**src/rtl/md_pkg.sv**
```systemverilog
// Shared types and constants for the md_sequencer multiply/divide unit.
// Contents: FSM state enum, op encodings, step counts, magnitude helper.
package md_pkg;

   localparam int unsigned MD_WIDTH     = 32;
   localparam int unsigned MD_CNT_W     = 5;
   localparam int unsigned MD_MUL_STEPS = 16;
   localparam int unsigned MD_DIV_STEPS = 32;

   localparam logic MD_OP_MUL = 1'b0;
   localparam logic MD_OP_DIV = 1'b1;

   typedef enum logic [2:0] {
      ST_IDLE,
      ST_MUL,
      ST_DIV,
      ST_FIX,
      ST_DONE
   } md_state_t;

   // Two's-complement magnitude; -2^31 maps to 0x80000000 read as unsigned.
   function automatic logic [MD_WIDTH-1:0] md_abs(input logic [MD_WIDTH-1:0] x);
      return x[MD_WIDTH-1] ? MD_WIDTH'(-x) : x;
   endfunction

endpackage

```
**src/rtl/booth_r4_step.sv**
```systemverilog
// One radix-4 Booth iteration: decode the low multiplier triple, add the
// selected partial product at the top of the accumulator, shift right by 2.
// Ports:
//   i_acc   [63:0] current accumulator (signed)
//   i_mplr  [33:0] shifted multiplier with appended 0 LSB
//   i_mcand [63:0] sign-extended multiplicand
//   o_acc   [63:0] next accumulator
//   o_mplr  [33:0] next shifted multiplier
module booth_r4_step (
   input  logic [63:0] i_acc,
   input  logic [33:0] i_mplr,
   input  logic [63:0] i_mcand,
   output logic [63:0] o_acc,
   output logic [33:0] o_mplr
);

   logic [63:0] w_m2;
   logic [63:0] w_pp;
   logic [65:0] w_sum;

   assign w_m2 = i_mcand + i_mcand;

   // Booth digit select: 0, +-M, +-2M.
   always_comb begin
      w_pp = '0;
      case (i_mplr[2:0])
         3'b001, 3'b010: w_pp = i_mcand;
         3'b011:         w_pp = w_m2;
         3'b100:         w_pp = 64'(-w_m2);
         3'b101, 3'b110: w_pp = 64'(-i_mcand);
         default:        w_pp = '0;
      endcase
   end

   // Two guard bits absorb the +-2M add at weight 2^32; after the shift the
   // value always fits back in 64 bits, and no low bits are lost.
   assign w_sum  = {{2{i_acc[63]}}, i_acc} + ({{2{w_pp[63]}}, w_pp} << 32);
   assign o_acc  = w_sum[65:2];
   assign o_mplr = {{2{i_mplr[33]}}, i_mplr[33:2]};

endmodule

```
**src/rtl/md_sequencer.sv**
```systemverilog
// Multi-cycle signed multiply/divide unit owning the HI/LO result registers.
// MUL: 16 radix-4 Booth steps. DIV: 32 non-restoring steps plus one fix-up.
// Build option: define MD_DIV_EN to compile the divide path; without it a
// DIV request completes in one cycle with zero results.
// Ports:
//   clk, reset_n       clock, async active-low reset
//   start, op, a, b    request (op 0 = MUL, 1 = DIV), sampled in IDLE/DONE
//   busy               operation in progress
//   done               one-cycle pulse, hi/lo newly valid
//   hi, lo             MUL: product high/low; DIV: remainder/quotient
//   div_by_zero        DIV with b == 0, held until next accepted start
module md_sequencer
   import md_pkg::*;
#(
   parameter int unsigned WIDTH = 32
) (
   input  logic             clk,
   input  logic             reset_n,
   input  logic             start,
   input  logic             op,
   input  logic [WIDTH-1:0] a,
   input  logic [WIDTH-1:0] b,
   output logic             busy,
   output logic             done,
   output logic [WIDTH-1:0] hi,
   output logic [WIDTH-1:0] lo,
   output logic             div_by_zero
);

   md_state_t             r_state;
   md_state_t             w_state_nxt;
   logic                  w_accept;

   logic [MD_CNT_W-1:0]   r_cnt;
   logic                  r_busy;
   logic                  r_done;
   logic                  r_dbz;
   logic [31:0]           r_hi;
   logic [31:0]           r_lo;

   logic [63:0]           r_acc;
   logic [33:0]           r_mplr;
   logic [31:0]           r_mcand;
   logic [63:0]           w_acc_nxt;
   logic [33:0]           w_mplr_nxt;

   booth_r4_step u_booth (
      .i_acc   (r_acc),
      .i_mplr  (r_mplr),
      .i_mcand ({{32{r_mcand[31]}}, r_mcand}),
      .o_acc   (w_acc_nxt),
      .o_mplr  (w_mplr_nxt)
   );

`ifdef MD_DIV_EN
   logic [32:0]           r_rem;
   logic [31:0]           r_quo;
   logic [31:0]           r_dvs;
   logic                  r_neg_q;
   logic                  r_neg_r;
   logic [32:0]           w_rem_sh;
   logic [32:0]           w_rem_nxt;
   logic [31:0]           w_quo_nxt;
   logic [32:0]           w_rem_fix;
   logic [31:0]           w_rem_res;
   logic [31:0]           w_quo_res;

   // Non-restoring step: subtract if remainder non-negative, else add back.
   assign w_rem_sh  = {r_rem[31:0], r_quo[31]};
   assign w_rem_nxt = r_rem[32] ? (w_rem_sh + {1'b0, r_dvs})
                                : (w_rem_sh - {1'b0, r_dvs});
   assign w_quo_nxt = {r_quo[30:0], ~w_rem_nxt[32]};

   // Fix-up: restore a negative remainder, then apply operand signs.
   assign w_rem_fix = r_rem[32] ? (r_rem + {1'b0, r_dvs}) : r_rem;
   assign w_rem_res = r_neg_r ? 32'(-w_rem_fix[31:0]) : w_rem_fix[31:0];
   assign w_quo_res = r_neg_q ? 32'(-r_quo) : r_quo;
`endif

   // State register.
   always_ff @(posedge clk or negedge reset_n) begin
      if (!reset_n) r_state <= ST_IDLE;
      else          r_state <= w_state_nxt;
   end

   // Next-state decode.
   always_comb begin
      w_state_nxt = r_state;
      w_accept    = 1'b0;
      case (r_state)
         ST_IDLE, ST_DONE: begin
            if (start) begin
               w_accept = 1'b1;
               if (op == MD_OP_MUL) begin
                  w_state_nxt = ST_MUL;
               end else begin
`ifdef MD_DIV_EN
                  w_state_nxt = (b == '0) ? ST_DONE : ST_DIV;
`else
                  w_state_nxt = ST_DONE;
`endif
               end
            end else if (r_state == ST_DONE) begin
               w_state_nxt = ST_IDLE;
            end
         end
         ST_MUL: if (r_cnt == MD_CNT_W'(MD_MUL_STEPS - 1)) w_state_nxt = ST_DONE;
`ifdef MD_DIV_EN
         ST_DIV: if (r_cnt == MD_CNT_W'(MD_DIV_STEPS - 1)) w_state_nxt = ST_FIX;
         ST_FIX: w_state_nxt = ST_DONE;
`endif
         default: w_state_nxt = ST_IDLE;
      endcase
   end

   // Datapath and registered outputs.
   always_ff @(posedge clk or negedge reset_n) begin
      if (!reset_n) begin
         r_cnt   <= '0;
         r_busy  <= 1'b0;
         r_done  <= 1'b0;
         r_dbz   <= 1'b0;
         r_hi    <= '0;
         r_lo    <= '0;
         r_acc   <= '0;
         r_mplr  <= '0;
         r_mcand <= '0;
`ifdef MD_DIV_EN
         r_rem   <= '0;
         r_quo   <= '0;
         r_dvs   <= '0;
         r_neg_q <= 1'b0;
         r_neg_r <= 1'b0;
`endif
      end else begin
         r_busy <= (w_state_nxt == ST_MUL) || (w_state_nxt == ST_DIV) ||
                   (w_state_nxt == ST_FIX);
         r_done <= (w_state_nxt == ST_DONE);
         if (w_accept) begin
            r_cnt   <= '0;
            r_dbz   <= 1'b0;
            r_acc   <= '0;
            r_mplr  <= {b[31], b, 1'b0};
            r_mcand <= a;
`ifdef MD_DIV_EN
            r_rem   <= '0;
            r_quo   <= md_abs(a);
            r_dvs   <= md_abs(b);
            r_neg_q <= a[31] ^ b[31];
            r_neg_r <= a[31];
            if (op == MD_OP_DIV && b == '0) begin
               r_hi  <= a;
               r_lo  <= '1;
               r_dbz <= 1'b1;
            end
`else
            if (op == MD_OP_DIV) begin
               r_hi <= '0;
               r_lo <= '0;
            end
`endif
         end else begin
            case (r_state)
               ST_MUL: begin
                  r_acc  <= w_acc_nxt;
                  r_mplr <= w_mplr_nxt;
                  r_cnt  <= r_cnt + MD_CNT_W'(1);
                  if (w_state_nxt == ST_DONE) begin
                     r_hi <= w_acc_nxt[63:32];
                     r_lo <= w_acc_nxt[31:0];
                  end
               end
`ifdef MD_DIV_EN
               ST_DIV: begin
                  r_rem <= w_rem_nxt;
                  r_quo <= w_quo_nxt;
                  r_cnt <= r_cnt + MD_CNT_W'(1);
               end
               ST_FIX: begin
                  r_hi <= w_rem_res;
                  r_lo <= w_quo_res;
               end
`endif
               default: ;
            endcase
         end
      end
   end

   assign busy        = r_busy;
   assign done        = r_done;
   assign hi          = r_hi;
   assign lo          = r_lo;
   assign div_by_zero = r_dbz;

endmodule

```
**config.mk**
```make
export PLATFORM = sky130hd
export DESIGN_NAME = md_sequencer
export DESIGN_NICKNAME = d
export VERILOG_FILES = /design/src/rtl/md_pkg.sv /design/src/rtl/booth_r4_step.sv /design/src/rtl/md_sequencer.sv
export SDC_FILE = /design/constraint.sdc
export NUM_CORES = 1
export LEC_CHECK = 0
export CORE_MARGIN = 2
export CORE_UTILIZATION = 45
export DETAILED_ROUTE_END_ITERATION = 10
export DONT_BUFFER_PORTS = 1
export PLACE_DENSITY_LB_ADDON = 0.2
export RECOVER_POWER = 50
export SKIP_CTS_REPAIR_TIMING = 1
export SLEW_MARGIN = 30
export SYNTH_ARGS = -nofsm -noshare
export SYNTH_HDL_FRONTEND = slang
export SYNTH_HIERARCHICAL = 1
export SYNTH_SLANG_ARGS = --single-unit
```
**constraint.sdc**
```tcl
create_clock -name clk -period 6.8 [get_ports clk]
set_input_delay 1.02 -clock clk [delete_from_list [all_inputs] [get_ports clk]]
set_output_delay 1.02 -clock clk [all_outputs]
set_load 0.02 [all_outputs]
```
==> flow_metrics.tcl, run 1 <==
set metrics [dict create \
    start_util_pct 45.7 \
    reg2reg_from "r_mcand[0]" \
    clock_power_share_pct 32.7 \
    status "complete, but fails checks" \
    crit_fanout 7 \
    grt_busiest_layer "met2" \
    cp_top_family "compound AO/OA/AOI/OAI gates" \
    peakVddDrop_uv 236 \
    cp.buffers_inverters 1 \
    htree_levels 1 \
    slew_viol_final 221 \
    ant_nets 0 \
    min_period_ns 5.42 \
    post-route-util_pct 47.6 \
    die_h_um 166 \
    cp.required_ns 7.22 \
    die_w_um 166 \
    grt_pass1_wl_um 49900 \
    drt_iter0_drc 704 \
    crit_path_start "r_mcand[0]" \
    cts_buffers 24 \
    p_sw_share_pct 35.9 \
    fin_area_um2 12300 \
    antenna_found_initial 0 \
    critical_path.max_stage_delay_ns 0.53 \
    leakage_uw 0.00569 \
    crit_top_cell "a21oi_1" \
    post_drt_wl_per_cell_um 19.1 \
    arrival_ns 5.84 \
    layout.nets 1347 \
    worstSetupEndpointType "flip-flop" \
    clock-root-buffer "clkbuf_16" \
    use_met1_pct 29.1 \
    core_um2 25900 \
    critPathKind "flip-flop to flip-flop" \
    power_frac_comb_pct 31.5 \
    switching_power_uw 1490 \
    row_count 59 \
    failed_checks "max-capacitance violations, max-slew violations" \
    grt-ovfl-total 0 \
    path_clk_slew_ns 0.07 \
    viasPerCell 5.81 \
    port_buffers 0 \
    final.setup_skew_ns 0.0175 \
    p_int_uw 2660 \
    finalWeightedCongestion 0.876 \
    grt_pass1_vias 9096 \
    drt_first_pass_iters 5 \
    p_per_area_nw_per_um2 336 \
    gr-usage-all-layers_pct 21.8 \
    yosysWarnings 6 \
    die-area_um2 27600 \
    avgSynthCellArea_um2 8.76 \
    grt_setup_unrepaired "false" \
    drv_cap 4 \
    placedInstanceArea_um2 11500 \
    p_seq_share_pct 35.9 \
    cts.sinks 202 \
    startpoint_type "flip-flop" \
    netlist_area_um2 11800 \
    vias 9267 \
    slowest_stage "or4b_4" \
    setup_viol 0 \
    met2_usage_pct 35.8 \
    clock_latency_ns 0.54 \
    cts_tree "yes" \
    fin_setup_tns_ns 0 \
    area_growth_pct 4.23 \
    wirelength_um 30400 \
    drive_gt1_share_pct 6.11 \
    p_total_uw 4140 \
    grt_util_met3_pct 5.08 \
    hold_path_class "primary input to async pin" \
    worstRegToRegCells 20 \
    remaining_drc_errors 0 \
    max_freq_mhz 185 \
    cp.depth 20 \
    hold_violations 0 \
    crit_chain "inv_1, ha_1, or4b_4, or4_1, or3_1, and2_1, xor2_1, a22oi_1, o211ai_1, ha_1, a21oi_1, o21ai_0, a22oi_1, a31oi_1, a21oi_1, a21oi_1, o31ai_1, xnor2_1, nand2_1, a21oi_1" \
    tightestPinTransition_ns 3.23 \
    num_io_pins 135 \
    fin_crit_sh_pct 79.7 \
    hpwl_um 19500 \
    diodes 0 \
    grt_max_degree 203 \
    max_slew_margin_pct -115 \
    clock_path_buffers 3 \
    synthCells 1352 \
]
[stage by stage]
step	hold slack, ns	cells	setup WS, ns
2_1_floorplan	0.438	1353	2.14
3_3_place_gp	0.456	1551	1.65
3_5_place_dp	0.464	1551	1.56
4_1_cts	0.158	1595	1.51
5_1_grt	0.161	1595	0.775
6_report	0.190	1595	1.38
[final timing paths]
check / endpoint / slack [ns]
worst max register to register: r_acc[62] / 1.38
max in group asynchronous: lo[7] / 6.35
min in group clk: r_cnt[3] / 0.47
worst min register to register: r_cnt[3] / 0.47
worst max-delay path: r_acc[62] / 1.38
worst min-delay path: r_acc[45] / 0.19
[power by group through the flow]
stage / Clock (uW) / Combinational (uW) / Sequential, uW
global route: 1430 / 1460 / 1510
floorplan: 0 / 1100 / 1440
finish: 1350 / 1300 / 1490
CTS: 1390 / 1300 / 1490
global placement: 0 / 1270 / 1500
detailed placement: 0 / 1290 / 1500
[cell usage in the layout, fill, tap and decap left out, types with 6 or more instances in the layout]
| master | instances |
|---|---|
| nand2_1 | 308 |
| dfrtp_1 | 202 |
| a21oi_1 | 116 |
| nor2_1 | 72 |
| a22o_1 | 66 |
| xnor2_1 | 45 |
| a22oi_1 | 42 |
| o21ai_0 | 41 |
| nand3_1 | 38 |
| ha_1 | 36 |
| clkbuf_16 | 24 |
| xor2_1 | 23 |
| inv_1 | 18 |
| or3_1 | 16 |
| a21o_1 | 16 |
| nor3_1 | 14 |
| buf_4 | 13 |
| o211ai_1 | 12 |
| o22ai_1 | 10 |
| a221oi_1 | 9 |
| nand2b_1 | 8 |
| o221ai_1 | 8 |
| o21a_1 | 8 |
| nand4_1 | 7 |
| a31oi_1 | 7 |
| clkinv_2 | 6 |
| o21bai_1 | 6 |
[registers in the layout, indices dropped and copies added (netlist names)]
name,flops
r_acc,62
r_mplr,34
hi,32
lo,32
r_mcand,32
r_cnt,5
r_state,3
busy,1
done,1
[layout make-up]
type                    instances  area (um2)
clock buffers                  29         659
repair buffers                 16         109
clock inverters                15         191
inverters                      19        71.3
well taps                     335         419
multi-input cells             979        5830
fillers                      2465       13600
flip-flops and latches        202        5050
[metal layers]
metal	vias to the layer above	part of all wire [%]	routed length, um
met5	-	0	0
met3	46	6.2	1880
li1	4463	-	-
met4	0	2.3	699
met2	212	47	14300
met1	4546	45	13600
Note: power is estimated with default switching activity, not from simulation.
==> run 2: changes to the inputs <==
clock period = 5.2 ns   (was 6.8 ns; I/O delays follow)
==> run 2 against run 1 <==
Effect of this change: the flow finishes with violations (negative hold slack, max-capacitance violations, max-slew violations); final area grew 1.3%; via count rose by 0.80%; sequential power up 30%; clock power increased by 26%; hold slack worse by 0.24 ns; sequential share of layout area fell by 0.54 points; critical endpoint is now hi[30]; largest cell class unchanged; highest routed layer unchanged.
==> flow_metrics.tcl, run 2 (synthesized netlist as in run 1, its figures left out) <==
set metrics [dict create \
    status "complete, but fails checks" \
    failed_checks "negative hold slack, max-capacitance violations, max-slew violations" \
    max_slew_margin_pct -48.0 \
    tightestPinTransition_ns 2.22 \
    ant_nets 0 \
    hpwl_um 19900 \
    largest_reg_flops 62 \
    cts_buffers 24 \
    grt_max_degree 203 \
    num_io_pins 135 \
    layout.cells.most_common "nand2_1" \
    pre_cts_ws_ns 0.171 \
    antenna_found_initial 0 \
    critical_path.max_stage_delay_ns 0.53 \
    crit_chain "inv_1, ha_1, or4b_4, or4_1, or3_1, and2_1, xor2_1, a22oi_1, o211ai_1, ha_1, buf_4, nand2_1, nor4bb_1, a22oi_2, a31oi_2, a21oi_2, a21oi_1, o31ai_1, xnor2_1, a22o_1" \
    critPathKind "flip-flop to flip-flop" \
    p_int_uw 3460 \
    diodes 0 \
    slowest_stage "or4b_4" \
    p_per_area_nw_per_um2 431 \
    startpoint_type "flip-flop" \
    grt-ovfl-total 0 \
    port_buffers 0 \
    grt_pass1_vias 9088 \
    post-route-util_pct 48.2 \
    layout.nets 1366 \
    multi_input_comb_area_um2 5870 \
    drt_first_pass_iters 5 \
    die-area_um2 27600 \
    cp.buffers_inverters 2 \
    hold_path_class "primary input to async pin" \
    power_frac_comb_pct 32.5 \
    row_count 59 \
    reg.largest.list "r_acc: 62 flops, r_mplr: 34 flops" \
    area_growth_pct 5.61 \
    arrival_ns 5.32 \
    drive_gt1_share_pct 8.13 \
    die_w_um 166 \
    hold_slack_ns -0.0532 \
    cp_top_family "simple AND/OR/NAND/NOR gates" \
    gr-usage-all-layers_pct 21.4 \
    path_clk_slew_ns 0.06 \
    switching_power_uw 1930 \
    post_drt_wl_per_cell_um 18.7 \
    cts_tree "yes" \
    clock_path_buffers 3 \
    setup_viol 0 \
    vias 9341 \
    max_freq_mhz 204 \
    regArea_um2 5050 \
    htree_levels 1 \
    fin_setup_tns_ns 0 \
    grt_pass1_wl_um 49300 \
    mostFrequentLayoutCells "nand2_1, dfrtp_1, a21oi_1, nor2_1, a22o_1" \
    drv_cap 1 \
    start_util_pct 45.7 \
    leakage_uw 0.00579 \
    cp.required_ns 5.62 \
    slew_viol_final 65 \
    crit_fanout 7 \
    remaining_drc_errors 0 \
    drt_iter0_drc 729 \
    viasPerCell 5.79 \
    wirelength_um 30300 \
    grt_setup_unrepaired "false" \
    crit_top_cell "ha_1" \
    die_h_um 166 \
    core_um2 25900 \
    peakVddDrop_uv 278 \
    largest-register "r_acc" \
    min_period_ns 4.90 \
    clock_power_share_pct 31.6 \
    clock_latency_ns 0.54 \
    fin_crit_sh_pct 94.2 \
    p_sw_share_pct 35.9 \
    cts.sinks 202 \
    clock-root-buffer "clkbuf_16" \
    hold_violations 18 \
    worstSetupEndpointType "flip-flop" \
    fillers 2489 \
    final.setup_skew_ns 0.00985 \
    fin_ws_ns 0.301 \
    p_seq_share_pct 35.9 \
    finalWeightedCongestion 0.887 \
]
run 2: worst paths after layout:
path | to | startpoint | slack (ns) | cells after the start
worst max-delay path | hi[30] | r_mcand[0] | 0.30 | 20
worst min-delay path | hi[9] | reset_n | -0.05 | 0
worst max register to register | hi[30] | r_mcand[0] | 0.30 | 20
worst min register to register | r_cnt[3] | r_cnt[3] | 0.47 | 1
max in group asynchronous | r_acc[40] | reset_n | 4.57 | 0
min in group clk | r_state[0] | op | 0.33 | 1
run 2: metrics by stage:
step / std cells / hold WS, ns / total power (uW) / cell area (um2)
finish: 1614 / -0.0532 / 5390 / 12500
CTS: 1613 / -0.0725 / 5430 / 12500
floorplan: 1353 / 0.438 / 3330 / 11800
detailed placement: 1569 / 0.463 / 3690 / 11700
global placement: 1569 / 0.456 / 3670 / 11700
global route: 1614 / -0.0810 / 5720 / 12500
run 2: layout make-up:
class / count / share of cell area, %
Timing Repair Buffer: 35 / 2.10
Clock buffer: 35 / 5.69
Multi-Input combinational cell: 979 / 47.0
Inverter: 19 / 0.570
Tap cell: 335 / 3.35
Sequential cell: 202 / 40.4
Clock inverter: 9 / 0.871
run 2: layer usage:
metal	part of all wire (%)	up-vias	GRT usage, %
li1	-	4497	-
met1	44	4572	28.5
met2	47	234	35.6
met3	6.5	38	5.08
met4	2.1	0	5.03
met5	0	-	0
run 2: power by group through the flow:
| stage | combinational, uW | clock (uW) | sequential (uW) |
|---|---|---|---|
| final | 1750 | 1700 | 1940 |
| after global routing | 1950 | 1810 | 1960 |
| after CTS | 1740 | 1750 | 1930 |
| after detailed placement | 1730 | 0 | 1960 |
| after global placement | 1710 | 0 | 1960 |
| after floorplan | 1440 | 0 | 1880 |
